--- src/rtl/keypad_pkg.sv ---
// Shared types and the 4x4 key map used by the keypad scanner and its debouncer.
package keypad_pkg;

    localparam int unsigned ROWS  = 4;
    localparam int unsigned COLS  = 4;
    localparam int unsigned ROW_W = 2;
    localparam int unsigned COL_W = 2;

    typedef enum logic [1:0] {
        IDLE,
        CAND,
        HELD,
        REL
    } state_t;

    typedef enum logic [1:0] {
        NONE,
        KEY,
        MULTI
    } result_t;

    // Physical layout: r0 = 1 2 3 A, r1 = 4 5 6 B, r2 = 7 8 9 C, r3 = * 0 # D
    function automatic logic [3:0] key_map(input logic [ROW_W-1:0] row, input logic [COL_W-1:0] col);
        logic [3:0] code;
        case ({row, col})
            4'b00_00: code = 4'h1;
            4'b00_01: code = 4'h2;
            4'b00_10: code = 4'h3;
            4'b00_11: code = 4'hA;
            4'b01_00: code = 4'h4;
            4'b01_01: code = 4'h5;
            4'b01_10: code = 4'h6;
            4'b01_11: code = 4'hB;
            4'b10_00: code = 4'h7;
            4'b10_01: code = 4'h8;
            4'b10_10: code = 4'h9;
            4'b10_11: code = 4'hC;
            4'b11_00: code = 4'hE;
            4'b11_01: code = 4'h0;
            4'b11_10: code = 4'hF;
            default:  code = 4'hD;
        endcase
        return code;
    endfunction

endpackage

--- src/rtl/keypad_debounce.sv ---
// Press/release debouncer: a key is accepted after DEBOUNCE_SCANS identical single-key
// scans and re-armed only after DEBOUNCE_SCANS consecutive empty scans.
module keypad_debounce
    import keypad_pkg::*;
#(
    parameter int unsigned DEBOUNCE_SCANS = 4
) (
    input  logic       clk,
    input  logic       rst_n,
    input  logic       scan_done,
    input  result_t    result,
    input  logic [3:0] code,
    output logic       accept,
    output logic [3:0] accept_code
);

    localparam int unsigned CNT_W = $clog2(DEBOUNCE_SCANS + 1);
    localparam logic [CNT_W-1:0] CNT_ONE  = CNT_W'(1);
    localparam logic [CNT_W-1:0] CNT_LAST = CNT_W'(DEBOUNCE_SCANS - 1);

    state_t           state, state_n;
    logic [3:0]       cand, cand_n;
    logic [CNT_W-1:0] cnt, cnt_n;

    always_ff @(posedge clk) begin
        if (!rst_n) begin
            state <= IDLE;
            cand  <= 4'h0;
            cnt   <= '0;
        end else begin
            state <= state_n;
            cand  <= cand_n;
            cnt   <= cnt_n;
        end
    end

    always_comb begin
        state_n = state;
        cand_n  = cand;
        cnt_n   = cnt;
        accept  = 1'b0;
        if (scan_done) begin
            case (state)
                IDLE: begin
                    if (result == KEY) begin
                        cand_n = code;
                        if (DEBOUNCE_SCANS == 1) begin
                            accept  = 1'b1;
                            state_n = HELD;
                            cnt_n   = '0;
                        end else begin
                            state_n = CAND;
                            cnt_n   = CNT_ONE;
                        end
                    end
                end
                CAND: begin
                    if (result == KEY && code == cand) begin
                        if (cnt == CNT_LAST) begin
                            accept  = 1'b1;
                            state_n = HELD;
                            cnt_n   = '0;
                        end else begin
                            cnt_n = cnt + CNT_ONE;
                        end
                    end else if (result == KEY) begin
                        cand_n = code;
                        cnt_n  = CNT_ONE;
                    end else begin
                        state_n = IDLE;
                        cnt_n   = '0;
                    end
                end
                HELD: begin
                    if (result == NONE) begin
                        state_n = (DEBOUNCE_SCANS == 1) ? IDLE : REL;
                        cnt_n   = (DEBOUNCE_SCANS == 1) ? '0 : CNT_ONE;
                    end
                end
                default: begin
                    if (result != NONE) begin
                        state_n = HELD;
                        cnt_n   = '0;
                    end else if (cnt == CNT_LAST) begin
                        state_n = IDLE;
                        cnt_n   = '0;
                    end else begin
                        cnt_n = cnt + CNT_ONE;
                    end
                end
            endcase
        end
    end

    // In IDLE the accepted code is the incoming one; in CAND it equals cand.
    assign accept_code = cand_n;

endmodule

--- src/rtl/keypad_scanner.sv ---
// 4x4 matrix keypad scanner: drives one row low at a time, samples the columns,
// debounces whole-scan results and shifts accepted hex digits into a 16-bit register.
module keypad_scanner
    import keypad_pkg::*;
#(
    parameter int unsigned ROW_TICKS      = 125000,
    parameter int unsigned DEBOUNCE_SCANS = 4
) (
    input  logic        clk_i,
    input  logic        rst_n_i,
    input  logic [3:0]  col_i,
    output logic [3:0]  row_o,
    output logic [3:0]  key_code_o,
    output logic        key_valid_o,
    output logic [15:0] reg_16_o
);

    localparam int unsigned TICK_W = $clog2(ROW_TICKS);
    localparam logic [TICK_W-1:0] TICK_LAST = TICK_W'(ROW_TICKS - 1);
    localparam logic [ROW_W-1:0]  ROW_LAST  = ROW_W'(ROWS - 1);

    logic [COLS-1:0]      col_meta, col_sync;
    logic [ROW_W-1:0]     row_idx;
    logic [TICK_W-1:0]    tick;
    logic [COLS-1:0]      hit [ROWS];
    logic                 row_sample, scan_done;
    logic [ROWS*COLS-1:0] scan_bits;
    logic [4:0]           n_set;
    logic [3:0]           result_code;
    result_t              result;
    logic                 accept;
    logic [3:0]           accept_code;

    always_ff @(posedge clk_i) begin
        if (!rst_n_i) begin
            col_meta <= '1;
            col_sync <= '1;
        end else begin
            col_meta <= col_i;
            col_sync <= col_meta;
        end
    end

    assign row_sample = (tick == TICK_LAST);
    assign scan_done  = row_sample && (row_idx == ROW_LAST);
    assign row_o      = ~(ROWS'(1) << row_idx);

    always_ff @(posedge clk_i) begin
        if (!rst_n_i) begin
            row_idx <= '0;
            tick    <= '0;
            for (int r = 0; r < ROWS; r++) hit[r] <= '0;
        end else if (row_sample) begin
            hit[row_idx] <= ~col_sync;
            row_idx      <= row_idx + ROW_W'(1);
            tick         <= '0;
        end else begin
            tick <= tick + TICK_W'(1);
        end
    end

    // The last row is classified straight from the synchronizer, since its hit
    // word is only being latched on the scan_done edge itself.
    always_comb begin
        scan_bits   = '0;
        n_set       = '0;
        result_code = 4'h0;
        for (int r = 0; r < ROWS; r++) begin
            scan_bits[r*COLS +: COLS] = (r == ROWS - 1) ? ~col_sync : hit[r];
        end
        for (int i = 0; i < ROWS * COLS; i++) begin
            if (scan_bits[i]) begin
                n_set       = n_set + 5'd1;
                result_code = key_map(ROW_W'(i / COLS), COL_W'(i % COLS));
            end
        end
        if (n_set == 5'd0)      result = NONE;
        else if (n_set == 5'd1) result = KEY;
        else                    result = MULTI;
    end

    keypad_debounce #(
        .DEBOUNCE_SCANS(DEBOUNCE_SCANS)
    ) u_debounce (
        .clk         (clk_i),
        .rst_n       (rst_n_i),
        .scan_done   (scan_done),
        .result      (result),
        .code        (result_code),
        .accept      (accept),
        .accept_code (accept_code)
    );

    always_ff @(posedge clk_i) begin
        if (!rst_n_i) begin
            key_code_o  <= 4'h0;
            key_valid_o <= 1'b0;
            reg_16_o    <= 16'h0000;
        end else begin
            key_valid_o <= accept;
            if (accept) begin
                key_code_o <= accept_code;
                reg_16_o   <= {reg_16_o[11:0], accept_code};
            end
        end
    end

endmodule
--- config.mk ---
export PLATFORM = sky130hd
export DESIGN_NAME = keypad_scanner
export DESIGN_NICKNAME = d
export VERILOG_FILES = /design/src/rtl/keypad_pkg.sv /design/src/rtl/keypad_debounce.sv /design/src/rtl/keypad_scanner.sv
export SDC_FILE = /design/constraint.sdc
export NUM_CORES = 1
export LEC_CHECK = 0
export BUFFER_PORTS_ARGS = -buffer_cell sky130_fd_sc_hd__buf_2
export CAP_MARGIN = 20
export CORE_AREA = 2 2 91 93
export CTS_CLUSTER_SIZE = 30
export DETAILED_ROUTE_END_ITERATION = 10
export DIE_AREA = 0 0 93 95
export PLACE_DENSITY = 0.8
export SLEW_MARGIN = 0
export SYNTH_ARGS = -nofsm -noshare
export SYNTH_HDL_FRONTEND = slang
export SYNTH_SLANG_ARGS = --single-unit
--- constraint.sdc ---
create_clock -name clk_i -period 12.2 [get_ports clk_i]
set_clock_uncertainty 0.15 [all_clocks]
set_input_delay 0.61 -clock clk_i [delete_from_list [all_inputs] [get_ports clk_i]]
set_output_delay 0.61 -clock clk_i [all_outputs]
set_load 0.02 [all_outputs]
Word level (Yosys, flattened, before mapping):

Memory sizes are Yosys's and may differ from the RTL's.
Cells that the tools add are included.
Widths: inputs -> output; s select.

* input bits: 6
* RAM bits: 16
* register bits after elaboration: 57
* output and inout bits: 25
* memories kept: 1
* logic and storage cells: 120

* bitwise operators: 3
* multiplexer cells: 64
* shift operators: 1
* reductions and logical operators: 11
* add/sub/neg operators: 18
* equality and inequality tests: 12

Memory list
* hit: depth 4, width 4, read ports 3, clocked after memory_dff 0, wr ports 4, line keypad_scanner.sv:25 `logic [COLS-1:0] hit [ROWS];`

Operators by type and width (count)
* $mux 4: 19
* $add 5x1->5 const B: 15
* $mux 5: 15
* $mux 2: 10
* $add 17x1->17 const B: 1
* $eq 17x17->1 const B: 1
* $mux 3: 5
* $mux 1: 12
* $pmux 3 s3: 1
* $not 4->4: 2
* $pmux 4 s2: 1
* $ne 3x3->1 const B: 2
* $pmux 2 s3: 1
* $reduce_and 6->1: 1
* $eq 5x1->1 const B: 1
* $logic_not 5->1: 1
* $reduce_bool 5->1: 1
* $eq 2x1->1 const B: 2
* $eq 2x2->1 const B: 2
* $eq 4x4->1: 1
* $logic_not 2->1: 2
* $ne 2x1->1 const B: 2
* $reduce_or 4->1: 1
* $shl 1x2->4 const A: 1
* 8 further kinds: 9

Longest topological paths before layout:

Gate-level depths: netlist of the first run.
An unclocked memory read counts as a cell.

* depth after elaboration: 40
* mapped depth: 50
* gate-level depth less buffers: 49

By module:

From an unflattened synthesis of the first run, not the netlist that was laid out.

* cells, all modules: 513
* area total of the unflattened synthesis: 4564.4 um2

By module, submodules not included
* keypad_scanner: cells each 444, area each 3965.1 um2, instances 1
* keypad_debounce: cells each 69, area each 599.3 um2, instances 1

Worst setup path after synthesis of the first run:

Ideal clock, no wire load.

* path type: reg-to-reg
* start point: memory hit[0][0]
* end point: register reg_16_o[10]
* path slack: 2.548 ns
* buffers on the path: 1
* setup time: 0.128 ns
* arrival time: 9.374 ns
* stages on the path, launching flop included: 50
* clock period less this slack: 9.652 ns
* cell sequence: edfxtp_1 > inv_1 > ha_1 > xor2_1 > ha_1 > nand2_1 > o31ai_1 > ha_1 > mux2_2 > ha_1 > nand2_1 > o31ai_2 > nor2_1 > inv_1 > ha_1 > nand2b_1 > o31a_1 > ha_1 > [... 14 more ...] > o31ai_1 > ha_1 > o21a_1 > ha_1 > mux2_2 > ha_1 > mux2i_1 > inv_1 > ha_1 > xnor2_1 > nor3_1 > a31o_2 > nand3_1 > or3_1 > nor3_4 > buf_6 > mux2i_1 > nor2_1

RTL lines
* start, declared: line keypad_scanner.sv:25
* end signal, assigned: line keypad_scanner.sv:103 `reg_16_o <= {reg_16_o[11:0], accept_code};`
* end, declared: line keypad_scanner.sv:15 `output logic [15:0] reg_16_o`

==> results.md, run 1 <==
- Of all nets on the critical path, the largest fanout is 16.
- The signed area change from the synthesized netlist to the final layout is 6.56%.
- For this run the aggregate overflow at the end of global routing stands at 0.
- By startpoint and endpoint, the worst setup path is classified as reg2reg.
- The clock network burns a little over a quarter of the power.
- Of the total synthesized cell area, the portion taken by full adders, half adders and majority gates is 5.77%.
- The antenna violation net count after detailed routing is 0.
- The first global-routing pass estimated 15.8 mm of wire.
- The final hold violation count was 0.
- The count of vias placed by the detailed router is roughly 3700.
- The critical path startpoint category is a register.
- The number of H-tree levels is 3.
- The slowest stage of the critical path belongs to the cell nor3_4.
- The largest delay contributor family on the critical path is adder cells.
- The data required time at the worst endpoint is 12240 ps.
- The number of nets in the synthesized netlist is around 550.
- The worst pin sits at a relative slew slack of about two fifths.
- In this run, synthesis inferred 12 flip-flops with an integrated enable.
- The maximum number of pins on one net before global-route repair is 26.
- Pin placement for this block handled 31 I/O pins.
- The largest voltage drop on the vdd net is approximately 96 uV.
- The number of buffers added by the clock tree synthesis step is 9.
- The share of post-route cells with drive strength above 1 is ~14%.
- The pin slew with the least headroom to its limit is 916 ps.
- The number of warnings printed during yosys synthesis is 0.
- OpenSTA, run right after detailed placement, puts the worst setup slack at 1400 ps.
- The post-synthesis share of cell area spent on xor and xnor gates is 18.1%.
- The net count of the finished layout is 559.
- The compound-cell area share of the yosys netlist is a little over an eighth.
- The count of cells along the worst register-to-register path is 48.
- After floorplanning, the core was sized to cover 7930 sq um.
- The static leakage is 2.06 nW.
- The share of cell area taken by muxes after synthesis is 6.33%.
- The total negative slack is 0 ps.
- The worst hold path cell count is 1.
- The top cell types in the final layout, fill and taps aside, are nor2_1 (66), dfxtp_1 (53), nand2_1 (38), buf_2 (30), xor2_1 (25).
- The root buffer cell is clkbuf_8.
- The tightest min-delay check is of the reg2reg type.
- The detailed router finished its first iteration with 125 violations.
- The type of element capturing the critical path is a register.
- No sink is reached through more buffers than the 2 on the longest clock path.
- For this design the total switching power over the nets is 222 uW.
- The highest cell delay on the worst timing path is 720 ps.
- In this run, post-CTS repair resized a total of 0 instances.
- Across the run, the number of max-cap violations was 0.
- For the worst setup path, the data arrival time is around 11000 ps.
- The share of power burned in combinational logic is a little under two fifths.
- The worst path buffer plus inverter count is 3.
- Of the total power, registers draw 34.9%.
- The number of placement rows is 33.
- The most common library cell in the layout ignoring fill and taps is nor2_1.
- The antenna diode count is 0.
- In this run the post-CTS setup repair buffer count came out at 0.
- The final critical-path setup slack is 1390 ps.
- The commonest register cell after synthesis is dfxtp_1.
- Dividing the detail-routed wire length by the instance count gives ~14 microns.
- Internal power comes to roughly 430 uW.
- The number of global-route vias before repair is between 3000 and 4000.
- The largest family of logic cells by synthesized area is simple AND/OR/NAND/NOR gates.
- Sequential elements use 29.8% of the synthesized area.
- The post-synth design cell area is 4770 sq um.
- The smallest clock period supported by the final layout is computed as approximately 11000 ps.
- The critical path runs through a total of between 40 and 50 cells.
- The detailed-routing iteration count for the pre-antenna-repair pass is 4.
- Once detailed placement completed, the half-perimeter wirelength came to 6.94 mm.
- Dividing total power by cell area gives a power density of 129 nW/um^2.
- The die height is roughly 95 microns.
- Synthesis handed over a netlist of 517 instances.
- After clock tree synthesis, the clock-pin slew on the worst setup and hold paths is ~70 ps.
- The aggregate routed wire length is 9.28 mm.
- Counting every sink on the clock net gives 65.
- The number of fill cells is 680.
- For this configuration, the core starts out at a cell density of 60.1%.
- Derived from the worst setup path, the maximum achievable clock frequency is 92.5 MHz.
- The initial antenna violation count came to 0.
- The full die area is 8840 sq um.
- The final estimated routing congestion in global placement is 0.951.
- The final critical path takes up 88.6% of the cycle.
- The detailed-route DRC error count is 0.
- Setup repair after global routing left no endpoint under its margin.
- Net switching is 33.8% of the power.
- Global routing used 21.9% of the available tracks across all layers.
- During placement, the flow inserted port buffers numbering 30.
- The count of final setup violators is 0.
- The synthesized area per cell is 9.22 sq um.
- The number of pins with negative max-slew slack in the final report is 0.
- The run finished with clean final reports.
- In this run, distinct cell masters in the synthesized netlist total between 80 and 90.
- The source-to-sink clock delay at the later pin of the worst-skew pair is 340 ps.
- Buffers inserted to repair hold after CTS numbered 0.
- The number of storage elements in the synthesis netlist is 65.
- The most prevalent standard cell on the critical path is ha_1.
- The ratio of routed vias to standard cells is just under 6.
- The fraction of registers with async set or reset after synthesis is 0%.
- The die width is about 93 microns.
- The CTS tree is built.
- Summing the areas of all and, or, nand and nor instances in the mapped netlist gives 21.4% of the synthesized area.
-- per-layer routing --
layer | wire length, microns | share of wire (%) | up-vias | track usage (%)
met4 | 123 | 1.3 | 0 | 7.72
met2 | 4660 | 50 | 60 | 39.9
met5 | 0 | 0 | - | 0
met3 | 336 | 3.6 | 10 | 3.59
met1 | 4160 | 45 | 1768 | 26.0
li1 | - | - | 1868 | -
-- worst paths after layout --
path	start	endpoint	slack, ps
setup reg to reg	hit[0][0]$_SDFFCE_PN0P_	reg_16_o[11]$_SDFFE_PN0P_	1390
hold / removal	col_meta[0]$_SDFF_PN1_	col_sync[0]$_SDFF_PN1_	260
hold reg to reg	col_meta[0]$_SDFF_PN1_	col_sync[0]$_SDFF_PN1_	260
setup / recovery	hit[0][0]$_SDFFCE_PN0P_	reg_16_o[11]$_SDFFE_PN0P_	1390
-- registers in the layout, indices dropped and copies added, names as in the netlist --
register	flops
col_meta	4
col_sync	4
hit	12
key_code_o	3
key_valid_o	1
reg_16_o	13
row_idx	2
tick	17
u_debounce.cand	4
u_debounce.cnt	3
u_debounce.state	2
-- area by class of cell --
cell class	count	area [sq um]	share of cell area, %
multi-input combinational	403	3100	61.0
sequential	65	1420	28.0
timing repair buffer	31	158	3.10
clock buffer	14	153	3.00
tap	105	131	2.59
inverter	21	78.8	1.55
clock inverter	2	37.5	0.739
-- Yosys cell counts (7+ instances only) --
library cell / number / area [sq um]
or3_1: 8 / 50.1
and3_1: 8 / 50.1
nand3_1: 14 / 70.1
mux2i_1: 22 / 220
dfxtp_1: 53 / 1060
nor3_1: 7 / 35.0
clkbuf_1: 14 / 52.6
a21oi_1: 15 / 75.1
edfxtp_1: 12 / 360
nand2b_1: 14 / 87.6
nand4_1: 10 / 62.6
nand2_1: 38 / 143
inv_1: 21 / 78.8
ha_1: 22 / 275
xnor2_1: 23 / 201
xor2_1: 25 / 219
nor2_1: 66 / 248
-- cell families (layout without fill, tap and decap cells) --
| group | Yosys count | after routing |
|---|---|---|
| AO/OA/AOI/OAI | 83 | 83 |
| XOR/XNOR | 69 | 69 |
| adder cells (fa/ha/maj) | 22 | 22 |
| buffers and inverters | 49 | 68 |
| flip-flops | 65 | 65 |
| multiplexers | 29 | 29 |
| AND/OR/NAND/NOR | 200 | 200 |
-- worst register-to-register path, delay by kind of cell (launching register included) --
| family | cells | cell delay, ps |
|---|---|---|
| buffers and inverters | 3 | 170 |
| AOI/OAI and AO/OA | 10 | 1470 |
| adders and majority gates | 14 | 4080 |
| muxes | 6 | 1610 |
| xor gates and xnor gates | 2 | 420 |
| DFF | 1 | 380 |
| and+or+nand+nor | 13 | 2390 |
-- through the flow --
| step | cells | util (%) | hold WS (ps) | cell area, sq um | power (mW) |
|---|---|---|---|---|---|
| global route | 641 | 64.1 | 281 | 5080 | 0.694 |
| finish | 641 | 64.1 | 258 | 5080 | 0.656 |
| global placement | 625 | 61.7 | 239 | 4890 | 0.471 |
| detailed placement | 625 | 61.7 | 246 | 4890 | 0.481 |
| CTS | 641 | 64.1 | 261 | 5080 | 0.659 |
| floorplan | 517 | - | 236 | 4770 | 0.444 |
-- power by group through the flow --
stage                     sequential [mW]  clock (mW)  combinational, mW
final                               0.229       0.177              0.250
after global routing                0.230       0.188              0.276
after CTS                           0.229       0.180              0.250
after detailed placement            0.234           0              0.247
after global placement              0.233           0              0.238
after floorplan                     0.228           0              0.216
No activity file was read; power rests on OpenSTA's default activity.
==> run 2, diff against run 1 <==
--- a/config.mk
+++ b/config.mk
@@ -5,13 +5,14 @@
 export SDC_FILE = /design/constraint.sdc
 export NUM_CORES = 1
 export LEC_CHECK = 0
+export ABC_AREA = 1
 export BUFFER_PORTS_ARGS = -buffer_cell sky130_fd_sc_hd__buf_2
 export CAP_MARGIN = 20
-export CORE_AREA = 2 2 91 93
+export CORE_AREA = 2 2 94 96
 export CTS_CLUSTER_SIZE = 30
 export DETAILED_ROUTE_END_ITERATION = 10
-export DIE_AREA = 0 0 93 95
-export PLACE_DENSITY = 0.8
+export DIE_AREA = 0 0 96 98
+export PLACE_DENSITY = 0.79
 export SLEW_MARGIN = 0
 export SYNTH_ARGS = -nofsm -noshare
 export SYNTH_HDL_FRONTEND = slang
==> run 2 against run 1 <==
Register-to-register slack improved by 1600 ps. Wire length is 5.5% higher. Fmax increased by 17%. Sequential cell count stayed put. Global-route usage increased by 0.70 points. Final cell count up 40%. Hold slack improved by 12 ps. Sequential share of layout area fell by 1.9 points.
==> results.md, run 2 <==
- The ratio of routed vias to standard cells is 5.14 (-11%).
- The library cell with the largest summed area after synthesis is dfxtp_1.
- By count the netlist is led by nand2_1 (175), inv_1 (144), nor2_1 (69).
- The pin slew with the least headroom to its limit is 899 ps (-17.1 ps).
- The simple-gate portion of the synthesized area is 41.7% (+20 points).
- The post-synth design cell area is 5050 sq um (+6.0%).
- The number of nets in the synthesized netlist is 787 (+44%).
- The die height is 98 microns (+3.2%).
- The average wire per standard cell was 10.9 microns (-25%).
- The switching power as a share of total power is 35.5% (+1.7 points).
- The worst slew margin relative to its limit is 39.5% (+0.78 points).
- The source-to-sink clock delay at the later pin of the worst-skew pair is 350 ps (about the same).
- The area share of the leading cell type in the synthesized netlist is 21.0% (-1.3 points).
- The antenna violation net count after detailed routing is 0 (unchanged).
- In the post-synthesis netlist, the cell with the most instances is nand2_1.
- The aggregate routed wire length was 9.79 mm (+5.5%).
- The root buffer cell is clkbuf_8.
- The flow ran to the end, and the final reports show no timing, DRC or antenna violations.
- The share of power burned in combinational logic is 32.5% (-5.6 points).
- For this design, the slowest cell found on the critical path is nor2_8.
- The compound-cell area share of the yosys netlist came to 10.3% (-3.2 points).
- The number of warnings printed during yosys synthesis came to 0 (unchanged).
- The aggregate global-route resource usage is 22.6% (+0.70 points).
- The post-route cell area came to 5440 sq um (+7.2%).
- The total negative slack is 0 ps (unchanged).
- The register with the most flip-flops in the final layout is tick.
- The largest fanout of any net on the critical path was 24 (+8).
- The net count of the finished layout was 813 (+45%).
- Among the stages of the critical path, the cell type that occurs most often is nand2_1.
- The placeable core area is 8470 sq um (+6.8%).
- STA classifies the critical path endpoint as a register.
- The number of buffers inserted for hold repair after clock tree synthesis is 0 (unchanged).
- The number of top-level pins is 31 (unchanged).
- The critical path arrival was 9300 ps (-1550 ps).
- The clock-pin transition on the worst setup and hold timing paths came to 70 ps (about the same).
- In the layout the commonest cells are nand2_1 (175), inv_1 (144), nor2_1 (69), nand3_1 (53), dfxtp_1 (53).
- The largest voltage drop on the vdd net is 78.2 uV (-18%).
- The overflow left after global routing is 0 (unchanged).
- The distinct cell type count after synthesis is 45 (-46%).
- The die width is 96 microns (+3.2%).
- The switching component of the power is 221 uW (-0.51%).
- The number of global-route vias before repair is 4366 (+24%).
- The final hold violation count came to 0 (unchanged).
- The count of cells along the worst register-to-register path came to 55 (+15%).
- The overall power after layout is 621 uW (-5.3%).
- The number of sinks handled by clock tree synthesis is 65 (unchanged).
- The met3 layer wire length in the routed design is 278 microns (-17%).
- The buffer levels on the longest clock path came to 2 (unchanged).
- The worst hold path belongs to the class reg2reg.
- The number of flip-flops under the largest register name is 17 (unchanged).
- The number of buffers added by the clock tree synthesis step is 9 (unchanged).
- The worst-case register-to-register setup slack is 3000 ps (+1610 ps).
- The number of gates given a new drive strength after cts is 0 (unchanged).
- The instance area after placement was 5230 sq um (+7.0%).
- The post-synthesis cell count is 759 (+47%).
- The highest cell delay on the worst timing path came to 440 ps (-280 ps).
- The initial antenna violation count is 0 (unchanged).
- The share of post-route cells with drive strength above 1 is 19.6% (+5.3 points).
- The static leakage is 2.85 nW (+38%).
- The count of final setup violators was 0 (unchanged).
- The portion of total power attributed to sequential cells is 36.7% (+1.8 points).
- The most common library cell in the layout ignoring fill and taps is nand2_1.
- The power per cell area is 114 nW/um^2 (-12%).
- The number of storage elements in the synthesis netlist is 65 (unchanged).
- The starting density of the core is 59.7% (-0.42 points).
- The detailed-routing iteration count for the pre-antenna-repair pass came to 4 (unchanged).
- The design internal power was 401 uW (-7.7%).
- Among all flip-flop cells after synthesis, the most frequent one is dfxtp_1.
- The half-perimeter wire length of the detailed placement result is 7.81 mm (+12%).
- The ratio of final minimum period to clock period is 75.4% (-13 points).
- The worst register-to-register path begins at hit[0][1]$_SDFFCE_PN0P_.
- The critical path startpoint category is a register.
- The maximum number of pins on one net before global-route repair was 25 (-3.8%).
- The final critical delay including setup and external delays is 9200 ps (-1610 ps).
- The endpoint identified for the worst register-to-register timing path is reg_16_o[6]$_SDFFE_PN0P_.
- The most critical setup path has its endpoint at reg_16_o[6]$_SDFFE_PN0P_.
- The number of buffers inserted by post-CTS setup repair was 0 (unchanged).
- In this run the worst setup path begins at hit[0][1]$_SDFFCE_PN0P_.
- The antenna diode count was 0 (unchanged).
- The wire length on met1 was 4.43 mm (+6.5%).
- The path type of the worst setup path is reg2reg.
- Compared with the post-synthesis result, the final layout area differs by 7.70%.
- The post-synthesis share of cell area spent on xor and xnor gates is 1.04% (-17 points).
- The clock network power share is 30.9% (+3.9 points).
- Setup repair after global routing left no endpoint under its margin.
- The count of buffers inserted at the top-level ports was 30 (unchanged).
- The number of pins with negative max-slew slack in the final report is 0 (unchanged).
- The wire length of the first global-routing pass was 17.6 mm (+12%).
- The largest family of logic cells by synthesized area is simple AND/OR/NAND/NOR gates.
- The register area share after synthesis was 28.1% (-1.7 points).
- The number of H-tree levels was 3 (unchanged).
- The number of placement rows is 34 (+3.0%).
- The final estimated routing congestion in global placement was 0.827 (-13%).
- The data required time at the worst endpoint came to 12300 ps (+60 ps).
- TritonCTS built the clock tree.
- The achievable clock frequency is 109 MHz (+17%).
- The detailed-route DRC error count is 0 (unchanged).
- The max-cap check violation count is 0 (unchanged).
- The highest layer used for signal routing is met4.
- The total met2 wirelength after detailed routing came to 4.96 mm (+6.2%).
- The fraction of registers with async set or reset after synthesis is 0% (unchanged).
- The synthesized area per cell came to 6.66 sq um (-28%).
- The full die area is 9410 sq um (+6.5%).
- The share of cell area taken by muxes after synthesis came to 0% (-6.3 points).
- The largest registers in the layout are tick: 17 flops, reg_16_o: 13 flops, hit: 12 flops.
- The initial detailed-routing violation count came to 170 (+36%).
- The number of flops mapped to enable cells by yosys is 12 (unchanged).
- The adder and majority gate portion of the synthesized area was 5.45% (-0.33 points).
- The count of vias placed by the detailed router is 4615 (+25%).
- After synthesis, the cell types taking the most area are dfxtp_1 (21%), nand2_1 (13%), inv_1 (11%), edfxtp_1 (7.1%), ha_1 (5.4%).
[run 2: layout make-up]
cell class | count | area (sq um)
clock buffers | 11 | 153
clock inverters | 5 | 61.3
fillers | 772 | 3020
inverters | 150 | 566
multi-input cells | 529 | 2960
flip-flops and latches | 65 | 1420
well taps | 108 | 135
repair buffers | 30 | 150
[run 2: stage by stage]
stage	hold slack (ps)	worst slack [ps]	util, %	cells
4_1_cts	273	2970	64.3	898
2_1_floorplan	243	3960	-	759
3_3_place_gp	251	3470	61.8	882
6_report	269	3000	64.3	898
5_1_grt	285	2330	64.3	898
3_5_place_dp	258	2990	61.8	882
[run 2: routing by layer]
layer / GRT usage, % / vias up
li1: - / 2451
met1: 26.1 / 2077
met2: 41.7 / 76
met3: 3.40 / 11
met4: 6.81 / 0
met5: 0 / -
[run 2: power by group through the flow]
stage	sequential (mW)	combinational (mW)	clock [mW]
2_1_floorplan	0.230	0.173	0
3_3_place_gp	0.232	0.193	0
3_5_place_dp	0.233	0.201	0
4_1_cts	0.228	0.202	0.194
5_1_grt	0.228	0.238	0.203
6_report	0.228	0.202	0.192
[run 2: how the worst min path moves through the flow]
stage	from	endpoint	slack [ps]	cells past startpoint
after floorplan	col_meta[0]$_SDFF_PN1_	col_sync[0]$_SDFF_PN1_	240	1
after detailed placement	col_meta[2]$_SDFF_PN1_	col_sync[2]$_SDFF_PN1_	260	1
after global placement	col_meta[2]$_SDFF_PN1_	col_sync[2]$_SDFF_PN1_	250	1
final	col_meta[2]$_SDFF_PN1_	col_sync[2]$_SDFF_PN1_	270	1
after global routing	col_meta[3]$_SDFF_PN1_	col_sync[3]$_SDFF_PN1_	290	1
after CTS	col_meta[2]$_SDFF_PN1_	col_sync[2]$_SDFF_PN1_	270	1
[run 2: logic make-up after synthesis]
family,Yosys count
xor gates and xnor gates,6
and+or+nand+nor,419
buffers and inverters,165
DFF,65
adders and majority gates,22
AOI/OAI and AO/OA,82
[run 2: worst max-delay path, delay by kind of cell (launching register included)]
| kind | cells | cell delay, ps |
|---|---|---|
| AO/OA/AOI/OAI | 2 | 460 |
| adder cells (fa/ha/maj) | 14 | 3820 |
| buffers and inverters | 7 | 550 |
| flip-flops | 1 | 380 |
| AND/OR/NAND/NOR | 32 | 3720 |
